`src/rtl/arm_mc_controller_if.sv`:
```
// Control and status bundle between the multicycle ARM controller and its datapath.
interface arm_mc_controller_if;
    logic [31:12] Instr;
    logic [3:0]   ALUFlags;
    logic         PCWrite;
    logic         AdrSrc;
    logic         MemWrite;
    logic         IRWrite;
    logic [1:0]   ResultSrc;
    logic         ALUSrcA;
    logic [1:0]   ALUSrcB;
    logic [1:0]   ImmSrc;
    logic [1:0]   RegSrc;
    logic         RegWrite;
    logic         LinkSel;
    logic [3:0]   ALUControl;
    logic         FP;
    logic         B;
    logic [3:0]   State;

    modport master (
        input  Instr, ALUFlags,
        output PCWrite, AdrSrc, MemWrite, IRWrite, ResultSrc, ALUSrcA, ALUSrcB,
               ImmSrc, RegSrc, RegWrite, LinkSel, ALUControl, FP, B, State
    );

    modport slave (
        output Instr, ALUFlags,
        input  PCWrite, AdrSrc, MemWrite, IRWrite, ResultSrc, ALUSrcA, ALUSrcB,
               ImmSrc, RegSrc, RegWrite, LinkSel, ALUControl, FP, B, State
    );
endinterface

```
`src/rtl/arm_mc_controller.sv`:
```
// Multicycle ARM control unit: instruction sequencing FSM, NZCV flags and condition gating.
// Control outputs are registered from the next state, so they are valid from the start of each state.
module arm_mc_controller #(
    parameter bit FP_EN = 1'b1,
    parameter bit BL_EN = 1'b1
) (
    input logic                 clk,
    input logic                 reset,
    arm_mc_controller_if.master bus
);
    typedef enum logic [3:0] {
        FETCH  = 4'd0,  DECODE = 4'd1,  MEMADR = 4'd2, MEMRD = 4'd3,
        MEMWB  = 4'd4,  MEMWR  = 4'd5,  EXECR  = 4'd6, EXECI = 4'd7,
        ALUWB  = 4'd8,  BRANCH = 4'd9,  FPEX   = 4'd10
    } state_t;

    typedef struct packed {
        logic       pcw;
        logic       adr;
        logic       mw;
        logic       irw;
        logic [1:0] rs;
        logic       sa;
        logic [1:0] sb;
        logic       rw;
        logic       ls;
        logic [3:0] ac;
        logic       fp;
        logic       b;
    } ctl_t;

    state_t     state, state_nx, state_ld;
    ctl_t       ctl_d, ctl_q;
    logic [3:0] flags;
    logic       cond_ex, cond_ex_nx, cond_ok;
    logic [1:0] op;
    logic [5:0] funct;
    logic [3:0] cmd, cond, rd, dp_ctl;
    logic       no_write, wb_ok;
    logic [1:0] flag_w;
    logic       unused_bits;

    assign cond  = bus.Instr[31:28];
    assign op    = bus.Instr[27:26];
    assign funct = bus.Instr[25:20];
    assign rd    = bus.Instr[15:12];
    assign cmd   = funct[4:1];
    assign unused_bits = ^bus.Instr[19:16];

    always_comb begin
        dp_ctl   = 4'b0000;
        no_write = 1'b1;
        case (cmd)
            4'b0100: begin dp_ctl = 4'b0000; no_write = 1'b0; end
            4'b0010: begin dp_ctl = 4'b0001; no_write = 1'b0; end
            4'b0000: begin dp_ctl = 4'b0010; no_write = 1'b0; end
            4'b1100: begin dp_ctl = 4'b0011; no_write = 1'b0; end
            4'b1010: begin dp_ctl = 4'b0001; no_write = 1'b1; end
            default: begin dp_ctl = 4'b0000; no_write = 1'b1; end
        endcase
        // FP ops only ever touch N and Z
        if (op == 2'b11)
            flag_w = {funct[0], 1'b0};
        else
            flag_w = {funct[0], funct[0] & (cmd == 4'b0100 || cmd == 4'b0010 || cmd == 4'b1010)};
    end

    always_comb begin
        case (cond)
            4'b0000: cond_ok = flags[2];
            4'b0001: cond_ok = ~flags[2];
            4'b0010: cond_ok = flags[1];
            4'b0011: cond_ok = ~flags[1];
            4'b0100: cond_ok = flags[3];
            4'b0101: cond_ok = ~flags[3];
            4'b0110: cond_ok = flags[0];
            4'b0111: cond_ok = ~flags[0];
            4'b1000: cond_ok = flags[1] & ~flags[2];
            4'b1001: cond_ok = ~flags[1] | flags[2];
            4'b1010: cond_ok = (flags[3] == flags[0]);
            4'b1011: cond_ok = (flags[3] != flags[0]);
            4'b1100: cond_ok = ~flags[2] & (flags[3] == flags[0]);
            4'b1101: cond_ok = flags[2] | (flags[3] != flags[0]);
            4'b1110: cond_ok = 1'b1;
            default: cond_ok = 1'b0;
        endcase
    end

    always_comb begin
        state_nx = FETCH;
        case (state)
            FETCH:  state_nx = DECODE;
            DECODE: case (op)
                        2'b00:   state_nx = funct[5] ? EXECI : EXECR;
                        2'b01:   state_nx = MEMADR;
                        2'b10:   state_nx = BRANCH;
                        default: state_nx = FP_EN ? FPEX : FETCH;
                    endcase
            MEMADR: state_nx = funct[0] ? MEMRD : MEMWR;
            MEMRD:  state_nx = MEMWB;
            EXECR, EXECI, FPEX: state_nx = ALUWB;
            default: state_nx = FETCH;
        endcase

        state_ld   = reset ? FETCH : state_nx;
        cond_ex_nx = reset ? 1'b0 : ((state == DECODE) ? cond_ok : cond_ex);
        wb_ok      = cond_ex_nx & (~no_write | (op == 2'b11));

        ctl_d = '0;
        case (state_ld)
            FETCH:  begin
                ctl_d.irw = 1'b1; ctl_d.sa = 1'b1; ctl_d.sb = 2'b10;
                ctl_d.rs  = 2'b10; ctl_d.pcw = 1'b1;
            end
            DECODE: begin ctl_d.sa = 1'b1; ctl_d.sb = 2'b10; ctl_d.rs = 2'b10; end
            MEMADR: ctl_d.sb = 2'b01;
            MEMRD:  ctl_d.adr = 1'b1;
            MEMWB:  begin
                ctl_d.rs  = 2'b01;
                ctl_d.rw  = cond_ex_nx;
                ctl_d.pcw = cond_ex_nx & (rd == 4'hF);
            end
            MEMWR:  begin ctl_d.adr = 1'b1; ctl_d.mw = cond_ex_nx; end
            EXECR:  ctl_d.ac = dp_ctl;
            EXECI:  begin ctl_d.sb = 2'b01; ctl_d.ac = dp_ctl; end
            FPEX:   begin ctl_d.fp = 1'b1; ctl_d.ac = {2'b10, funct[2:1]}; end
            ALUWB:  begin ctl_d.rw = wb_ok; ctl_d.pcw = wb_ok & (rd == 4'hF); end
            BRANCH: begin
                ctl_d.sb  = 2'b01; ctl_d.rs = 2'b10;
                ctl_d.pcw = cond_ex_nx; ctl_d.b = cond_ex_nx;
                ctl_d.rw  = cond_ex_nx & BL_EN & bus.Instr[24];
                ctl_d.ls  = cond_ex_nx & BL_EN & bus.Instr[24];
            end
            default: ctl_d = '0;
        endcase
    end

    always_ff @(posedge clk) begin
        if (reset) begin
            state   <= FETCH;
            flags   <= 4'b0000;
            cond_ex <= 1'b0;
        end else begin
            state   <= state_nx;
            cond_ex <= cond_ex_nx;
            if (cond_ex && (state == EXECR || state == EXECI || state == FPEX)) begin
                if (flag_w[1]) flags[3:2] <= bus.ALUFlags[3:2];
                if (flag_w[0]) flags[1:0] <= bus.ALUFlags[1:0];
            end
        end
        ctl_q <= ctl_d;
    end

    // write enables are masked combinationally so nothing is written in a reset cycle
    assign bus.PCWrite    = ctl_q.pcw & ~reset;
    assign bus.IRWrite    = ctl_q.irw & ~reset;
    assign bus.MemWrite   = ctl_q.mw  & ~reset;
    assign bus.RegWrite   = ctl_q.rw  & ~reset;
    assign bus.LinkSel    = ctl_q.ls  & ~reset;
    assign bus.AdrSrc     = ctl_q.adr;
    assign bus.ResultSrc  = ctl_q.rs;
    assign bus.ALUSrcA    = ctl_q.sa;
    assign bus.ALUSrcB    = ctl_q.sb;
    assign bus.ALUControl = ctl_q.ac;
    assign bus.FP         = ctl_q.fp;
    assign bus.B          = ctl_q.b;
    assign bus.ImmSrc     = op;
    assign bus.RegSrc     = {op == 2'b01, op == 2'b10};
    assign bus.State      = state;
endmodule
```
`src/flat_wrapper.sv`:
```
// flat-port wrapper written by rule: the top's interface ports become plain ports
module arm_mc_controller_flat 
#(
    parameter bit FP_EN = 1'b1,
    parameter bit BL_EN = 1'b1
)
  (clk, reset, bus_Instr, bus_ALUFlags, bus_PCWrite, bus_AdrSrc, bus_MemWrite, bus_IRWrite, bus_ResultSrc, bus_ALUSrcA, bus_ALUSrcB, bus_ImmSrc, bus_RegSrc, bus_RegWrite, bus_LinkSel, bus_ALUControl, bus_FP, bus_B, bus_State);
  arm_mc_controller_if bus_i ();
  input logic clk;
  input logic reset;
  input wire logic [$bits(bus_i.Instr)-1:0] bus_Instr;
  input wire logic [$bits(bus_i.ALUFlags)-1:0] bus_ALUFlags;
  output wire logic [$bits(bus_i.PCWrite)-1:0] bus_PCWrite;
  output wire logic [$bits(bus_i.AdrSrc)-1:0] bus_AdrSrc;
  output wire logic [$bits(bus_i.MemWrite)-1:0] bus_MemWrite;
  output wire logic [$bits(bus_i.IRWrite)-1:0] bus_IRWrite;
  output wire logic [$bits(bus_i.ResultSrc)-1:0] bus_ResultSrc;
  output wire logic [$bits(bus_i.ALUSrcA)-1:0] bus_ALUSrcA;
  output wire logic [$bits(bus_i.ALUSrcB)-1:0] bus_ALUSrcB;
  output wire logic [$bits(bus_i.ImmSrc)-1:0] bus_ImmSrc;
  output wire logic [$bits(bus_i.RegSrc)-1:0] bus_RegSrc;
  output wire logic [$bits(bus_i.RegWrite)-1:0] bus_RegWrite;
  output wire logic [$bits(bus_i.LinkSel)-1:0] bus_LinkSel;
  output wire logic [$bits(bus_i.ALUControl)-1:0] bus_ALUControl;
  output wire logic [$bits(bus_i.FP)-1:0] bus_FP;
  output wire logic [$bits(bus_i.B)-1:0] bus_B;
  output wire logic [$bits(bus_i.State)-1:0] bus_State;
  assign bus_i.Instr = bus_Instr;
  assign bus_i.ALUFlags = bus_ALUFlags;
  assign bus_PCWrite = bus_i.PCWrite;
  assign bus_AdrSrc = bus_i.AdrSrc;
  assign bus_MemWrite = bus_i.MemWrite;
  assign bus_IRWrite = bus_i.IRWrite;
  assign bus_ResultSrc = bus_i.ResultSrc;
  assign bus_ALUSrcA = bus_i.ALUSrcA;
  assign bus_ALUSrcB = bus_i.ALUSrcB;
  assign bus_ImmSrc = bus_i.ImmSrc;
  assign bus_RegSrc = bus_i.RegSrc;
  assign bus_RegWrite = bus_i.RegWrite;
  assign bus_LinkSel = bus_i.LinkSel;
  assign bus_ALUControl = bus_i.ALUControl;
  assign bus_FP = bus_i.FP;
  assign bus_B = bus_i.B;
  assign bus_State = bus_i.State;
  arm_mc_controller #(.FP_EN(FP_EN), .BL_EN(BL_EN)) u_core (.clk(clk), .reset(reset), .bus(bus_i));
endmodule
```
`config.mk`:
```
export PLATFORM = sky130hd
export DESIGN_NAME = arm_mc_controller_flat
export DESIGN_NICKNAME = d
export VERILOG_FILES = /design/src/rtl/arm_mc_controller_if.sv /design/src/rtl/arm_mc_controller.sv /design/src/flat_wrapper.sv
export SDC_FILE = /design/constraint.sdc
export NUM_CORES = 1
export LEC_CHECK = 0
export ABC_AREA = 1
export BUFFER_PORTS_ARGS = -buffer_cell sky130_fd_sc_hd__buf_2
export CORE_UTILIZATION = 44
export CTS_CLUSTER_DIAMETER = 30
export DETAILED_ROUTE_END_ITERATION = 12
export HOLD_SLACK_MARGIN = 0.15
export PLACE_DENSITY = 0.82
export SYNTH_ARGS = -nofsm -noshare
export SYNTH_HDL_FRONTEND = slang
export SYNTH_SLANG_ARGS = --single-unit
```
`constraint.sdc`:
```
create_clock -name clk -period 1.1 [get_ports clk]
set_input_delay 0.055 -clock clk [delete_from_list [all_inputs] [get_ports clk]]
set_output_delay 0.055 -clock clk [all_outputs]
set_load 0.1 [all_outputs]
```
After elaboration in Yosys (flattened, before gate mapping)
Cells that the tools add are included.

cells by class
  equality and inequality tests = 40
  muxes and demuxes = 19
  bitwise logic cells = 20
  reductions and logical operators = 20

operators with widths
  cell                  count
  $eq A4 B4 Y1 const B  14
  $eq A4 B3 Y1 const B  11
  $eq A4 B2 Y1 const B  7
  $pmux W4 S5           1
  $logic_not A4 Y1      4
  $pmux W1 S15          1
  $and A1 B1 Y1         12
  $eq A4 B1 Y1 const B  3
  $pmux W4 S3           1
  $reduce_or A3 Y1      3
  $mux W1               8
  $pmux W2 S2           2
  $pmux W4 S2           1
  $reduce_or A2 Y1      4
  $pmux W2 S3           1
  $not A1 Y1            5
  $eq A2 B2 Y1 const B  2
  $logic_or A1 B1 Y1    4
  $mux W4               1
  $pmux W1 S4           1
  $reduce_and A2 Y1     2
  $reduce_or A4 Y1      1
  $mux W3               1
  $or A1 B1 Y1          3
  6 further kinds       6

storage, ports and cells
  register bits = 26
  output and inout port bits = 25

Longest topological paths before layout
Gate-level depths: netlist of the first run.

  word-level depth = 8
  gate-level depth with buffers = 12

Worst setup path after synthesis of the first run
Ideal clock, no wire load.

  kind = register to register
  from = reg u_core.state[2] (netlist: u_core.bus.State[2])
  to = reg u_core.flags[0]
  data arrival time = 1.904 ns
  required time = 0.987 ns
  path slack = -0.917 ns
  stages on the path, launching flop included = 8
  buffers on the path = 0
  period minus slack after synthesis = 2.017 ns
  cells stage by stage = dfxtp_1 -> inv_1 -> a21oi_2 -> nand4_2 -> a211oi_4 -> nand2_1 -> nand2_1 -> nor2_1

on the way
  cells in the longest elaborated chain, start to end = 5
  elaborated cells on any way between the ends = 7
  those cells by class = eq/ne: 3; reduce/logical: 4

RTL lines
  what                                  RTL line                  source
  start: declaration                    arm_mc_controller.sv:32   state_t state, state_nx, state_ld;
  start signal: assignment              arm_mc_controller.sv:144  state <= state_nx;
  $eq A4 B3 Y1                          arm_mc_controller.sv:146  if (cond_ex && (state == EXECR || state == EXECI || state == FPEX)) begin
  $logic_or A1 B1 Y1                    arm_mc_controller.sv:146
  $logic_or A1 B1 Y1 *                  arm_mc_controller.sv:146
  $logic_and A1 B1 Y1 *                 arm_mc_controller.sv:146
  $reduce_and A2 Y1 (no source line) *  --
  end signal: assignment                arm_mc_controller.sv:148  if (flag_w[0]) flags[1:0] <= bus.ALUFlags[1:0];
  end: declaration                      arm_mc_controller.sv:34   logic [3:0] flags;

Mark *: on every way between the ends. The rest lies on a longest branch, timed or not.
A chain may end at the register's enable or synchronous reset.

==> metrics.csv, run 1 <==
metric,value,unit
dpl cell area,2060,sq um
Yosys reg bits,24,
type of origin of the critical path,flip-flop,
wire per inst,18.6,um
number of cells on the worst hold path,7,
Worst Hold Class,in -> reg,
Syn Area/Cell,6.22,sq um
Starting Density,48.2,%
Max Cap Viol,0,
CP max-delay cell,dfxtp_4,
Synth Warn #,0,
Synth Net Count,247,
share of post-route cells with drive strength above 1,57.4,%
GR Overflow Total,0,
R2R cell count,11,
# rows,19,
Filler cells,141,
status,"complete, but fails checks",
Logic pwr share,50.4,%
worst clock skew,10.4,ps
DRT Wirelength,6.24,mm
clock power share,14.8,%
maximum VDD drop,1120,uV
number of port buffers,45,
clk_lat worst skew,330,ps
Final WS setup,-494,ps
root buf cell,clkbuf_4,
CP Max Fanout,4,
dpl hpwl,3.01,mm
crit path time final,1590,ps
Slew Limit Fails,0,
Sw Share,45.6,%
worst endpoint required time,1380,ps
fin area,2490,sq um
largest net degree at the start of global routing,14,
Die X,57.9,um
Die Y,57.9,um
GRT Resource Usage Total,28.0,%
RSZ-0062 raised after global routing,yes,
vias per inst,5.60,
CP Cell Sequence,nor2_2 -> nand2_1 -> nand2_1 -> nand2_2 -> inv_4 -> nand2_2 -> inv_2 -> nand2_4 -> inv_4 -> nand4_1 -> nand2_1,
internal cell power,0.00156,W
Post-route DRC,3,
I/O Pins,51,
WP data arrival,1870,ps
sw power,0.00130,W
first-pass GRT wire length,7.15,mm
total power divided by cell area,1150,nW/um^2
Final Wtd Congestion,0.869,
sequential share of power,34.8,%
Num CTS Buffers,3,
n_diodes,0,
P&R area growth vs syn,81.0,%
clk slew on worst S/H paths,140,ps
# setup viols final,28,
vias in the first global route,1666,
"Core Util, Final",87.1,%
Max Fclk,0.627,GHz
core box area,2850,sq um
CTS tree,built,
worst setup path class,reg -> reg,
most frequent cell on the critical path,nand2_1,
sequential share of the synthesized area,35.0,%
Worst Setup End Kind,flip-flop,
Fin Setup TNS,-7410,ps
htree depth,1,
Clock Sinks,24,
leakage power,1.27,nW
vias,1880,
final-report hold violation count,0,
failing checks,"design-rule violations, negative setup slack",
Max clock buf depth,2,
Synth Instances,221,
CP max stage delay,410,ps
Placement Setup Slack,-310,ps
Die Area,3350,sq um
post-route ant nets,0,
Final Cycle Share,145,%
final net count,332,
post-synthesis cell type count,24,
initial antenna violation count,0,
Iter 0 DRT Violations,93,
1st-pass router iterations,9,
Netlist Area Pre-Place,1370,sq um
## layout make-up
type / instances / area, sq um / area share [%]
multi-input cells: 140 / 841 / 33.8
inverters: 46 / 185 / 7.45
repair buffers: 91 / 887 / 35.7
clock buffers: 3 / 22.5 / 0.906
well taps: 31 / 38.8 / 1.56
clock inverters: 1 / 3.75 / 0.151
flip-flops and latches: 24 / 508 / 20.4
## worst max-delay path, delay by kind of cell (launching register included)
| kind | cells | cell delay, ps |
|---|---|---|
| AND/OR/NAND/NOR | 8 | 870 |
| flip-flops | 1 | 410 |
| buffers and inverters | 3 | 260 |
## cell usage in the layout, fill, tap and decap left out, types with 6 or more instances in the layout
master	n
dfxtp_2	7
buf_12	18
nor2_1	20
buf_2	23
nand2_1	44
dfxtp_1	12
buf_4	38
nand3_1	6
dlygate4sd3_1	7
nor2_2	9
nand2_2	15
nor2_4	8
inv_2	18
inv_1	22
## final timing paths
kind         slack, ps                 from                to
max               -490  u_core.bus.State[1]   u_core.ctl_q[7]
min                200         bus_Instr[1]  u_core.ctl_q[16]
max reg2reg       -490  u_core.bus.State[1]   u_core.ctl_q[7]
min reg2reg        550      u_core.flags[1]   u_core.flags[1]
## through the flow
stage | total power (W) | instances | hold slack (ps)
3_5_place_dp | 0.00211 | 311 | 346
5_1_grt | 0.00293 | 336 | 205
6_report | 0.00286 | 336 | 198
2_1_floorplan | 0.00174 | 221 | 202
4_1_cts | 0.00260 | 329 | 124
3_3_place_gp | 0.00208 | 311 | 335
## registers in the layout (all words and copies together) (netlist names)
| name | count |
|---|---|
| u_core.bus.ALUSrcA | 1 |
| u_core.flags | 4 |
| u_core.bus.ResultSrc | 2 |
| u_core.ctl_q | 5 |
| u_core.bus.ALUControl | 3 |
| u_core.bus.State | 4 |
| u_core.cond_ex | 1 |
| u_core.bus.AdrSrc | 1 |
| u_core.bus.B | 1 |
| u_core.bus.ALUSrcB | 2 |
## power by group through the flow
stage	Sequential (W)	Combinational, W	Clock, W
floorplan	0.00117	0.000573	0
global placement	0.000991	0.00108	0
detailed placement	0.000995	0.00111	0
CTS	0.000983	0.00122	0.000402
global route	0.00100	0.00148	0.000451
finish	0.000997	0.00144	0.000422
## layer usage
layer  track usage (%)  vias to the layer above  share of wire [%]
li1                  -                      819                  -
met1              30.4                      851                 34
met2              48.8                      156                 50
met3              6.70                       54                8.6
met4              17.7                        0                7.2
met5                 0                        -                  0
## logic make-up (layout without fill, tap and decap cells)
| family | Yosys count | after routing | share of synthesized area, % |
|---|---|---|---|
| xor+xnor | 1 | 1 | 0.638 |
| simple gates | 117 | 117 | 36.2 |
| other cells | 1 | 1 | 0.273 |
| buf+inv | 57 | 141 | 18.4 |
| flops | 24 | 24 | 35.0 |
| compound gates | 21 | 21 | 9.47 |
## Yosys cell counts (all sizes together)
library cell / instances / area share [%]
a211oi: 1 / 1.5
o21ai: 12 / 4.4
conb: 1 / 0.27
o32ai: 1 / 0.64
clkinv: 1 / 0.27
nor2: 37 / 10
a21o: 1 / 0.55
nor3: 1 / 0.36
nand4: 3 / 1.8
nand3b: 1 / 0.55
buf: 11 / 5.8
xor2: 1 / 0.64
inv: 45 / 12
dfxtp: 24 / 35
nand3: 12 / 5.5
a21oi: 6 / 2.5
nand2: 63 / 18
## repair_timing
| action | 4_1_cts | 5_1_grt |
|---|---|---|
| gates resized for setup | 31 | 49 |
| buffers inserted | 8 | 10 |
| endpoints found under the setup margin | 27 | 31 |
| hold buffers | 7 | 0 |
| endpoints found under the hold margin | 7 | 0 |
| cloned | 0 | 0 |
| pin swaps | 6 | 16 |
Power figures use the tool's default switching activity.
==> run 2: changes to the inputs <==
Settings changed: RECOVER_POWER set to 25.
==> run 2 against run 1 <==
The flow still finishes with violations (design-rule violations, negative setup slack); utilization stayed put; global-route usage stayed put; wire length hardly changed; count of clock-buffer cells in the layout stayed put; die area stayed put; combinational power hardly changed; clock skew is 1.9 ps higher; critical endpoint unchanged; final area stayed put; clock power hardly changed; worst setup slack hardly changed; register-to-register slack hardly changed; critical path type unchanged.
==> metrics.csv, run 2 (same netlist as run 1, synthesis figures left out) <==
metric,value,unit,change
I/O Pins,51,,unchanged
Worst Setup End Kind,flip-flop,,
fin area,2490,sq um,unchanged
first-pass GRT wire length,7.15,mm,unchanged
Slew @ Worst Pin,538,ps,
Final Cycle Share,145,%,about the same
"delay-heaviest family, CP",simple AND/OR/NAND/NOR gates,,
Clock Sinks,24,,unchanged
Die X,57.9,um,unchanged
status,"complete, but fails checks",,
CP Cell Sequence,nor2_2 -> nand2_1 -> nand2_1 -> nand2_2 -> inv_4 -> nand2_2 -> inv_2 -> nand2_4 -> inv_4 -> nand4_1 -> nand2_1,,
max reg flops,5,,unchanged
1st-pass router iterations,8,,-1
n_diodes,0,,unchanged
WP data arrival,1870,ps,about the same
GR Overflow Total,0,,unchanged
Max Fclk,0.627,GHz,about the same
vias per inst,5.63,,+0.64%
vias,1892,,+0.64%
highest-count cells in the layout ignoring fill and taps,"nand2_1, buf_4, inv_1, buf_2, nor2_1",,
worst endpoint required time,1380,ps,about the same
# setup viols final,28,,unchanged
Filler cells,141,,unchanged
"commonest non-fill, non-tap cell in the layout",nand2_1,,
multi-input logic area,841,sq um,unchanged
core box area,2850,sq um,unchanged
largest net degree at the start of global routing,14,,unchanged
total power divided by cell area,1150,nW/um^2,about the same
slew margin rel.,64.3,%,
final-report hold violation count,0,,unchanged
CP max-delay cell,dfxtp_4,,
htree depth,1,,unchanged
Final Wtd Congestion,0.869,,unchanged
Max Cap Viol,0,,unchanged
P&R area growth vs syn,81.0,%,unchanged
Die Area,3350,sq um,unchanged
Slew Limit Fails,0,,unchanged
Starting Density,48.2,%,unchanged
failing checks,"design-rule violations, negative setup slack",,
# rows,19,,unchanged
R2R cell count,11,,unchanged
share of post-route cells with drive strength above 1,57.4,%,unchanged
leakage power,1.27,nW,about the same
crit path time final,1590,ps,+0.322 ps
number of cells on the worst hold path,7,,unchanged
Worst Hold Class,in -> reg,,
type of origin of the critical path,flip-flop,,
Num CTS Buffers,3,,unchanged
GRT Resource Usage Total,28.0,%,unchanged
RSZ-0062 raised after global routing,yes,,
vias in the first global route,1666,,unchanged
Post-route DRC,3,,unchanged
Die Y,57.9,um,unchanged
Stages on worst setup path,11,,unchanged
CTS tree,built,,
CP max stage delay,410,ps,about the same
number of port buffers,45,,unchanged
dpl cell area,2060,sq um,unchanged
Fin Setup TNS,-7440,ps,-36.8 ps
CP Max Fanout,4,,unchanged
clk_lat worst skew,340,ps,about the same
Final WS setup,-494,ps,-0.322 ps
final net count,332,,unchanged
root buf cell,clkbuf_4,,
post-route ant nets,0,,unchanged
initial antenna violation count,0,,unchanged
FF/Latch Area,508,sq um,unchanged
wire per inst,18.6,um,about the same
Biggest register,u_core.ctl_q,,
DRT Wirelength,6.25,mm,about the same
most frequent cell on the critical path,nand2_1,,
worst setup path class,reg -> reg,,
dpl hpwl,3.01,mm,unchanged
clk slew on worst S/H paths,140,ps,about the same
Min Hold Slack,192,ps,-5.77 ps
maximum VDD drop,1120,uV,+0.25%
Iter 0 DRT Violations,93,,unchanged
worst clock skew,12.3,ps,+1.85 ps
Max clock buf depth,2,,unchanged
WP buf/inv,3,,unchanged
[run 2: changes by cell type in the layout (fill, tap and decap cells not counted), sizes merged]
| cell | delta |
|---|---|
| buf | -1 |
| clkbuf | +1 |
[run 2: final timing paths]
path	slack, ps	to	start
setup / recovery	-490	u_core.ctl_q[7]	u_core.bus.State[1]
hold / removal	190	u_core.ctl_q[16]	bus_Instr[1]
setup reg to reg	-490	u_core.ctl_q[7]	u_core.bus.State[1]
hold reg to reg	550	u_core.flags[1]	u_core.flags[1]
[run 2: tightest hold or removal path: cells and delay by family]
kind	cells	cell delay [ps]
buf+inv	1	90
simple gates	6	330
[run 2: final cells by class]
| cell class | instances | area share (%) |
|---|---|---|
| repair buffers | 91 | 35.7 |
| multi-input cells | 140 | 33.8 |
| flip-flops and latches | 24 | 20.4 |
| inverters | 46 | 7.45 |
| well taps | 31 | 1.56 |
| clock buffers | 3 | 0.906 |
| clock inverters | 1 | 0.151 |
[run 2: repair_timing]
item | 4_1_cts | 5_1_grt
gates resized for setup | 31 | 49
endpoints found under the setup margin | 27 | 31
endpoints found under the hold margin | 7 | 0
setup buffers | 8 | 10
pin swaps | 6 | 16
hold buffers | 7 | 0
[run 2: per-layer routing]
layer | GRT usage [%] | vias up | wire length (um)
li1 | - | 821 | -
met1 | 30.4 | 862 | 2150
met2 | 48.8 | 153 | 3100
met3 | 6.70 | 56 | 536
met4 | 17.7 | 0 | 466
met5 | 0 | - | 0
[run 2: where the power goes]
| part | leakage (nW) | internal, W | switching (W) |
|---|---|---|---|
| Sequential | 0.203 | 0.000930 | 0.0000663 |
| Clock | 0.0154 | 0.000134 | 0.000289 |
| Combinational | 1.05 | 0.000494 | 0.000947 |
| Total | 1.27 | 0.00156 | 0.00130 |
[run 2: metrics by stage]
step                      total power (W)  util (%)  setup slack (ps)  instances
final                             0.00286      87.1              -494        336
after CTS                         0.00260      80.3              -263        329
after global placement            0.00208      72.2              -237        311
after floorplan                   0.00174         -              -341        221
after global routing              0.00293      87.1              -508        336
after detailed placement          0.00211      72.2              -310        311
